**src/rtl/mips_core_pkg.sv**
```systemverilog
// Shared core types for branch tracking: the branch direction enum, the tracked
// branch entry and small helpers used by the feedback tracker and its counters.
// `ADDR_WIDTH supplies the default PC width; it falls back to 32 bits.
`ifndef ADDR_WIDTH
`define ADDR_WIDTH 32
`endif

package mips_core_pkg;

  typedef enum logic {
    NOT_TAKEN = 1'b0,
    TAKEN     = 1'b1
  } BranchOutcome;

  localparam int unsigned STAT_W = 32;

  // One in-flight conditional branch as recorded at decode.
  typedef struct packed {
    logic [`ADDR_WIDTH-1:0] pc;
    BranchOutcome           prediction;
    logic [`ADDR_WIDTH-1:0] recovery_target;
  } branch_fb_entry_t;

  function automatic logic is_mispredict(input BranchOutcome predicted,
                                         input BranchOutcome actual);
    return (predicted != actual);
  endfunction

  // Increment that sticks at all-ones instead of wrapping.
  function automatic logic [STAT_W-1:0] sat_inc(input logic [STAT_W-1:0] value);
    if (value == {STAT_W{1'b1}}) begin
      return value;
    end else begin
      return value + 32'd1;
    end
  endfunction

endpackage

```
**src/rtl/branch_fb_stats.sv**
```systemverilog
// Saturating feedback statistics: counts delivered branch feedbacks and
// mispredictions. Cleared only by reset; a pipeline flush leaves them intact.
module branch_fb_stats
  import mips_core_pkg::*;
(
  input  logic              clk,
  input  logic              rst_n,
  input  logic              i_fb_valid,
  input  logic              i_mispredict,
  output logic [STAT_W-1:0] o_branches,
  output logic [STAT_W-1:0] o_mispredicts
);

  logic [STAT_W-1:0] branches_q, branches_d;
  logic [STAT_W-1:0] mispredicts_q, mispredicts_d;

  // Next-value logic for both saturating counters.
  always_comb begin
    branches_d    = branches_q;
    mispredicts_d = mispredicts_q;
    if (i_fb_valid) begin
      branches_d = sat_inc(branches_q);
    end else begin
      branches_d = branches_q;
    end
    if (i_mispredict) begin
      mispredicts_d = sat_inc(mispredicts_q);
    end else begin
      mispredicts_d = mispredicts_q;
    end
  end

  // Counter registers with synchronous active-low reset.
  always_ff @(posedge clk) begin
    if (!rst_n) begin
      branches_q    <= '0;
      mispredicts_q <= '0;
    end else begin
      branches_q    <= branches_d;
      mispredicts_q <= mispredicts_d;
    end
  end

  assign o_branches    = branches_q;
  assign o_mispredicts = mispredicts_q;

endmodule

```
**src/rtl/branch_feedback_tracker.sv**
```systemverilog
// Branch feedback tracker: holds predicted conditional branches from decode in a
// circular queue, pairs them in order with execute outcomes, and returns
// registered feedback plus a redirect pulse on a misprediction.
// Optional statistics counters are built when BRANCH_FB_STATS_EN is defined.
// ADDR_W is expected to equal `ADDR_WIDTH, the width of the shared entry type.
module branch_feedback_tracker
  import mips_core_pkg::*;
#(
  parameter int unsigned DEPTH  = 4,
  parameter int unsigned ADDR_W = `ADDR_WIDTH
) (
  input  logic              clk,
  input  logic              rst_n,
  input  logic              i_push_valid,
  input  logic [ADDR_W-1:0] i_push_pc,
  input  BranchOutcome      i_push_prediction,
  input  logic [ADDR_W-1:0] i_push_recovery_target,
  output logic              o_push_ready,
  input  logic              i_resolve_valid,
  input  BranchOutcome      i_resolve_outcome,
  input  logic              i_flush,
  output logic              o_fb_valid,
  output logic [ADDR_W-1:0] o_fb_pc,
  output BranchOutcome      o_fb_prediction,
  output BranchOutcome      o_fb_outcome,
  output logic              o_mispredict,
  output logic [ADDR_W-1:0] o_redirect_pc,
  output logic              o_err,
  output logic [31:0]       o_stat_branches,
  output logic [31:0]       o_stat_mispredicts
);

  localparam int unsigned PTR_W = $clog2(DEPTH);
  localparam int unsigned CNT_W = PTR_W + 1;
  localparam logic [CNT_W-1:0] FULL_CNT = CNT_W'(DEPTH);
  localparam logic [PTR_W-1:0] PTR_ONE  = PTR_W'(1);
  localparam logic [CNT_W-1:0] CNT_ONE  = CNT_W'(1);

  typedef enum logic [1:0] {
    ST_IDLE    = 2'd0,
    ST_ACTIVE  = 2'd1,
    ST_RECOVER = 2'd2
  } state_t;

  state_t            state_q, state_d;
  logic [PTR_W-1:0]  rd_ptr_q, rd_ptr_d;
  logic [PTR_W-1:0]  wr_ptr_q, wr_ptr_d;
  logic [CNT_W-1:0]  count_q, count_d;
  branch_fb_entry_t  mem_q [DEPTH];
  branch_fb_entry_t  mem_d [DEPTH];

  logic              fb_valid_q, fb_valid_d;
  logic [ADDR_W-1:0] fb_pc_q, fb_pc_d;
  BranchOutcome      fb_pred_q, fb_pred_d;
  BranchOutcome      fb_out_q, fb_out_d;
  logic              mispredict_q, mispredict_d;
  logic [ADDR_W-1:0] redirect_pc_q, redirect_pc_d;
  logic              err_q, err_d;

  logic              push_ready_s;
  logic              push_acc_s;
  logic              pop_s;
  logic              mispredict_s;
  branch_fb_entry_t  head_s;

  // Ready depends only on registered state so decode sees no combinational loop.
  assign push_ready_s = (count_q != FULL_CNT) && (state_q != ST_RECOVER);

  // Queue, FSM and feedback next-state logic; flush overrides every other event.
  always_comb begin
    head_s        = mem_q[rd_ptr_q];
    push_acc_s    = i_push_valid & push_ready_s;
    pop_s         = i_resolve_valid & (count_q != '0);
    mispredict_s  = pop_s & is_mispredict(head_s.prediction, i_resolve_outcome);

    state_d       = state_q;
    rd_ptr_d      = rd_ptr_q;
    wr_ptr_d      = wr_ptr_q;
    count_d       = count_q;
    mem_d         = mem_q;
    fb_valid_d    = 1'b0;
    fb_pc_d       = fb_pc_q;
    fb_pred_d     = fb_pred_q;
    fb_out_d      = fb_out_q;
    mispredict_d  = 1'b0;
    redirect_pc_d = redirect_pc_q;
    err_d         = err_q;

    if (i_flush) begin
      state_d  = ST_IDLE;
      rd_ptr_d = '0;
      wr_ptr_d = '0;
      count_d  = '0;
    end else begin
      // Resolving with nothing tracked or pushing while not ready is a protocol error.
      if ((i_resolve_valid && (count_q == '0)) || (i_push_valid && !push_ready_s)) begin
        err_d = 1'b1;
      end else begin
        err_d = err_q;
      end

      if (pop_s) begin
        fb_valid_d = 1'b1;
        fb_pc_d    = head_s.pc;
        fb_pred_d  = head_s.prediction;
        fb_out_d   = i_resolve_outcome;
        rd_ptr_d   = rd_ptr_q + PTR_ONE;
      end else begin
        rd_ptr_d   = rd_ptr_q;
      end

      if (mispredict_s) begin
        // Everything younger than the mispredicted branch is on the wrong path,
        // including a push arriving in this same cycle.
        mispredict_d  = 1'b1;
        redirect_pc_d = head_s.recovery_target;
        count_d       = '0;
        wr_ptr_d      = rd_ptr_q + PTR_ONE;
        state_d       = ST_RECOVER;
      end else begin
        if (push_acc_s) begin
          mem_d[wr_ptr_q] = '{pc: i_push_pc,
                              prediction: i_push_prediction,
                              recovery_target: i_push_recovery_target};
          wr_ptr_d = wr_ptr_q + PTR_ONE;
        end else begin
          wr_ptr_d = wr_ptr_q;
        end

        case ({push_acc_s, pop_s})
          2'b10:   count_d = count_q + CNT_ONE;
          2'b01:   count_d = count_q - CNT_ONE;
          default: count_d = count_q;
        endcase

        case (state_q)
          ST_IDLE:    state_d = push_acc_s ? ST_ACTIVE : ST_IDLE;
          ST_ACTIVE:  state_d = (count_d == '0) ? ST_IDLE : ST_ACTIVE;
          ST_RECOVER: state_d = ST_IDLE;
          default:    state_d = ST_IDLE;
        endcase
      end
    end
  end

  // State, queue storage and registered outputs with synchronous active-low reset.
  always_ff @(posedge clk) begin
    if (!rst_n) begin
      state_q       <= ST_IDLE;
      rd_ptr_q      <= '0;
      wr_ptr_q      <= '0;
      count_q       <= '0;
      for (int i = 0; i < int'(DEPTH); i++) begin
        mem_q[i] <= '0;
      end
      fb_valid_q    <= 1'b0;
      fb_pc_q       <= '0;
      fb_pred_q     <= NOT_TAKEN;
      fb_out_q      <= NOT_TAKEN;
      mispredict_q  <= 1'b0;
      redirect_pc_q <= '0;
      err_q         <= 1'b0;
    end else begin
      state_q       <= state_d;
      rd_ptr_q      <= rd_ptr_d;
      wr_ptr_q      <= wr_ptr_d;
      count_q       <= count_d;
      mem_q         <= mem_d;
      fb_valid_q    <= fb_valid_d;
      fb_pc_q       <= fb_pc_d;
      fb_pred_q     <= fb_pred_d;
      fb_out_q      <= fb_out_d;
      mispredict_q  <= mispredict_d;
      redirect_pc_q <= redirect_pc_d;
      err_q         <= err_d;
    end
  end

  assign o_push_ready    = push_ready_s;
  assign o_fb_valid      = fb_valid_q;
  assign o_fb_pc         = fb_pc_q;
  assign o_fb_prediction = fb_pred_q;
  assign o_fb_outcome    = fb_out_q;
  assign o_mispredict    = mispredict_q;
  assign o_redirect_pc   = redirect_pc_q;
  assign o_err           = err_q;

`ifdef BRANCH_FB_STATS_EN
  branch_fb_stats u_stats (
    .clk          (clk),
    .rst_n        (rst_n),
    .i_fb_valid   (fb_valid_q),
    .i_mispredict (mispredict_q),
    .o_branches   (o_stat_branches),
    .o_mispredicts(o_stat_mispredicts)
  );
`else
  assign o_stat_branches    = 32'd0;
  assign o_stat_mispredicts = 32'd0;
`endif

endmodule

```
**config.mk**
```make
export PLATFORM = sky130hd
export DESIGN_NAME = branch_feedback_tracker
export DESIGN_NICKNAME = d
export VERILOG_FILES = /design/src/rtl/mips_core_pkg.sv /design/src/rtl/branch_fb_stats.sv /design/src/rtl/branch_feedback_tracker.sv
export SDC_FILE = /design/constraint.sdc
export NUM_CORES = 1
export LEC_CHECK = 0
export CAP_MARGIN = 10
export CORE_UTILIZATION = 50
export DETAILED_ROUTE_END_ITERATION = 7
export MAX_ROUTING_LAYER = met4
export PLACE_DENSITY = 0.77
export SLEW_MARGIN = 20
export SYNTH_ARGS = -nofsm -noshare
export SYNTH_HDL_FRONTEND = slang
export SYNTH_SLANG_ARGS = --single-unit
```
**constraint.sdc**
```tcl
create_clock -name clk -period 2.4 [get_ports clk]
set_input_delay 0.24 -clock clk [delete_from_list [all_inputs] [get_ports clk]]
set_output_delay 0.24 -clock clk [all_outputs]
set_load 0.05 [all_outputs]
```
==> qor.yml <==
run_status:
  outcome: "completed"
power_and_ir_drop:
  power_frac_seq: 0.466
  intPower_mw: 9.30
  power.share.combinational: 0.099
  power.density_nw_per_um2: 695
  cellLeakagePower_nw: 6.04
  p_switching_mw: 3.05
  power_switching_share: 0.247
  ir_drop_uv: 583
  total_power_mw: 12.4
  power.share.clock: 0.434
floorplan:
  die_h_um: 176
  core-area_um2: 29600
  dieArea_um2: 30800
  start_util: 0.508
  rows: 63
  io_pins: 205
  die_w_um: 176
clocking:
  insertion_delay_ns: 0.52
  htree_levels: 2
  cts_sinks: 337
  cts_inserted_buffers: 36
  cts_max_path_buffers: 3
  cts_tree: "yes"
  ctsRootBufferMaster: "clkbuf_16"
  clkTransAtPathRegs_ns: 0.06
synth:
  avgSynthCellArea_um2: 10.5
  yosysSeqAreaShare: 0.448
  synthTopCellsByArea: "dfxtp_1, mux2i_1, nand2_1"
  syn-cell-area_um2: 15100
  synth_compound_area_frac: 0.0673
  synth_top_area_cell: "dfxtp_1"
  synthSimpleGateAreaFrac: 0.111
  synth_top_area_frac: 0.448
  synth_mux_area_frac: 0.272
  synthAdderAreaFrac: 0.00548
  synth-xor-area-share: 0.00590
  synth_seq_cells: 337
  synth.distinct_cells: 38
  ys_warn_count: 0
  postSynthCellCount: 1432
  synth_top_family_by_area: "multiplexers"
timing:
  tightest_slew_ns: 0.713
  rsz0062_at_grt: "false"
  max_freq_mhz: 436
  finalMaxSlewViolations: 0
  clock_skew_ns: 0.0195
  period_share: 0.956
  setup_viol: 0
  relSlewSlack: 0.525
  hold_viol: 0
  min_period_ns: 2.29
  tns_ns: 0
  holdWs_ns: 0.109
route:
  drtPass1Iterations: 4
  drt_wl_total_mm: 32.7
  dr.first_iter.drc_count: 598
  via_count: 10500
  routedWlPerCell_um: 16.7
  via_per_inst: 5.40
  post-route-drc-count: 0
  antenna_left: 0
worst_setup_path:
  crit_path_max_incr_delay_ns: 0.56
  crit_chain: "mux4_2, xor2_4, a2111oi_4, buf_12, buf_12, mux2i_1"
  crit_arrival_ns: 2.73
  cp_common_cell: "buf_12"
  required_ns: 2.83
  crit_family: "multiplexers"
  path_buf_inv: 2
  cp-start-kind: "flop"
  crit_type: "flop to flop"
  critPathCaptureType: "flop"
  cp_slowest_cell: "mux4_2"
  crit_fanout: 15
finish:
  drive_above_1_share: 0.120
  fillerInstances: 2440
  final_net_count: 1613
  finalInstanceArea_um2: 17800
  syn_to_final_growth_pct: 17.9
placement:
  hpwl_mm: 20.5
  dpl_cell_area_um2: 16600
  place_congestion: 0.730
  port_buffers: 140
min_path:
  hold_path_class: "input pin to flop"
grt:
  grt_pass1_wl_mm: 53.9
  antenna_found_initial: 1
  grt_usage: 0.221
  grt_pass1_vias: 10500
  overflow: 0
  grt_max_degree: 110
run:
  drv_cap: 0
## sequential cells by signal, indices dropped and copies added (netlist names)
| register | count |
|---|---|
| o_fb_valid | 1 |
| count_q | 3 |
| mem_q | 260 |
| wr_ptr_q | 2 |
| o_err | 1 |
| o_fb_prediction | 1 |
| o_redirect_pc | 32 |
| o_fb_outcome | 1 |
| o_fb_pc | 32 |
| rd_ptr_q | 2 |
| state_q | 2 |
## worst min-delay path, delay by kind of cell
| family | cells | cell delay, ns |
|---|---|---|
| buffers and inverters | 1 | 0.17 |
| multiplexers | 1 | 0.06 |
| AND/OR/NAND/NOR | 1 | 0.10 |
## final timing paths
kind                endpoint  slack, ns  cells past startpoint        start
hold / removal    mem_q[125]       0.11                      3        rst_n
hold reg to reg   state_q[0]       0.45                      1   state_q[1]
setup reg to reg  mem_q[179]       0.11                      6  rd_ptr_q[0]
setup / recovery  mem_q[179]       0.11                      6  rd_ptr_q[0]
## metrics by stage
stage	instances	utilization	setup slack (ns)
after floorplan	1495	-	0.0310
after global placement	1888	0.560	-0.0516
after detailed placement	1888	0.560	-0.112
after CTS	1951	0.599	0.0358
after global routing	1952	0.599	0.000585
final	1952	0.599	0.106
## per-layer routing
metal  track usage  wire length (um)
met5             -                 0
met1         0.274             14100
met2         0.362             15900
met4        0.0699               728
met3        0.0405              1940
## synth_stat cells, drive strengths merged
library cell  instances
nand2               426
dfxtp               337
mux2i               262
buf                 102
clkbuf               82
mux4                 65
a21boi               34
o311ai               32
o41ai                32
inv                  12
nor2                  6
a2111oi               5
ha                    5
xnor2                 4
xor2                  4
nor2b                 3
nor3                  3
a21oi                 2
nand2b                2
o21a                  2
o22ai                 2
a211o                 1
a21o                  1
a22oi                 1
and2                  1
conb                  1
fa                    1
mux2                  1
nand3                 1
o21ba                 1
o31ai                 1
## power groups by stage
stage / combinational [mW] / clock [mW] / sequential (mW)
after floorplan: 0.943 / 0 / 5.90
after global placement: 1.21 / 0 / 5.88
after detailed placement: 1.22 / 0 / 5.88
after CTS: 1.23 / 5.49 / 5.76
after global routing: 1.31 / 5.69 / 5.77
final: 1.23 / 5.37 / 5.76
## cell usage in the layout (no fill, tap or decap), types with 11 or more instances in the layout
master,count
a21boi_0,34
buf_12,26
buf_4,21
clkbuf_16,37
clkdlybuf4s50_1,138
conb_1,64
dfxtp_1,332
inv_1,11
mux2i_1,262
mux4_2,65
nand2_1,426
o311ai_0,32
o41ai_1,32
## what timing repair did
action	CTS	global route
setup buffers	0	0
resized for setup	0	4
hold buffers	0	0
endpoints found under the setup margin	0	22
## area by class of cell
cell class                 instances  area [um2]  area share
timing repair buffer             187        2080       0.117
multi-input combinational        962        7240       0.407
clock buffer                      52        1050      0.0592
tap                              390         488      0.0275
sequential                       337        6760       0.381
clock inverter                    11        98.8     0.00556
antenna                            1        2.50    0.000141
inverter                          12        45.0     0.00254
## cell families after synthesis
kind of cell | after synthesis
mux | 328
compound gates | 114
other cells | 1
flops | 337
xor+xnor | 8
buf+inv | 196
fa+ha+maj | 6
simple gates | 442
Power figures use the tool's default switching activity.
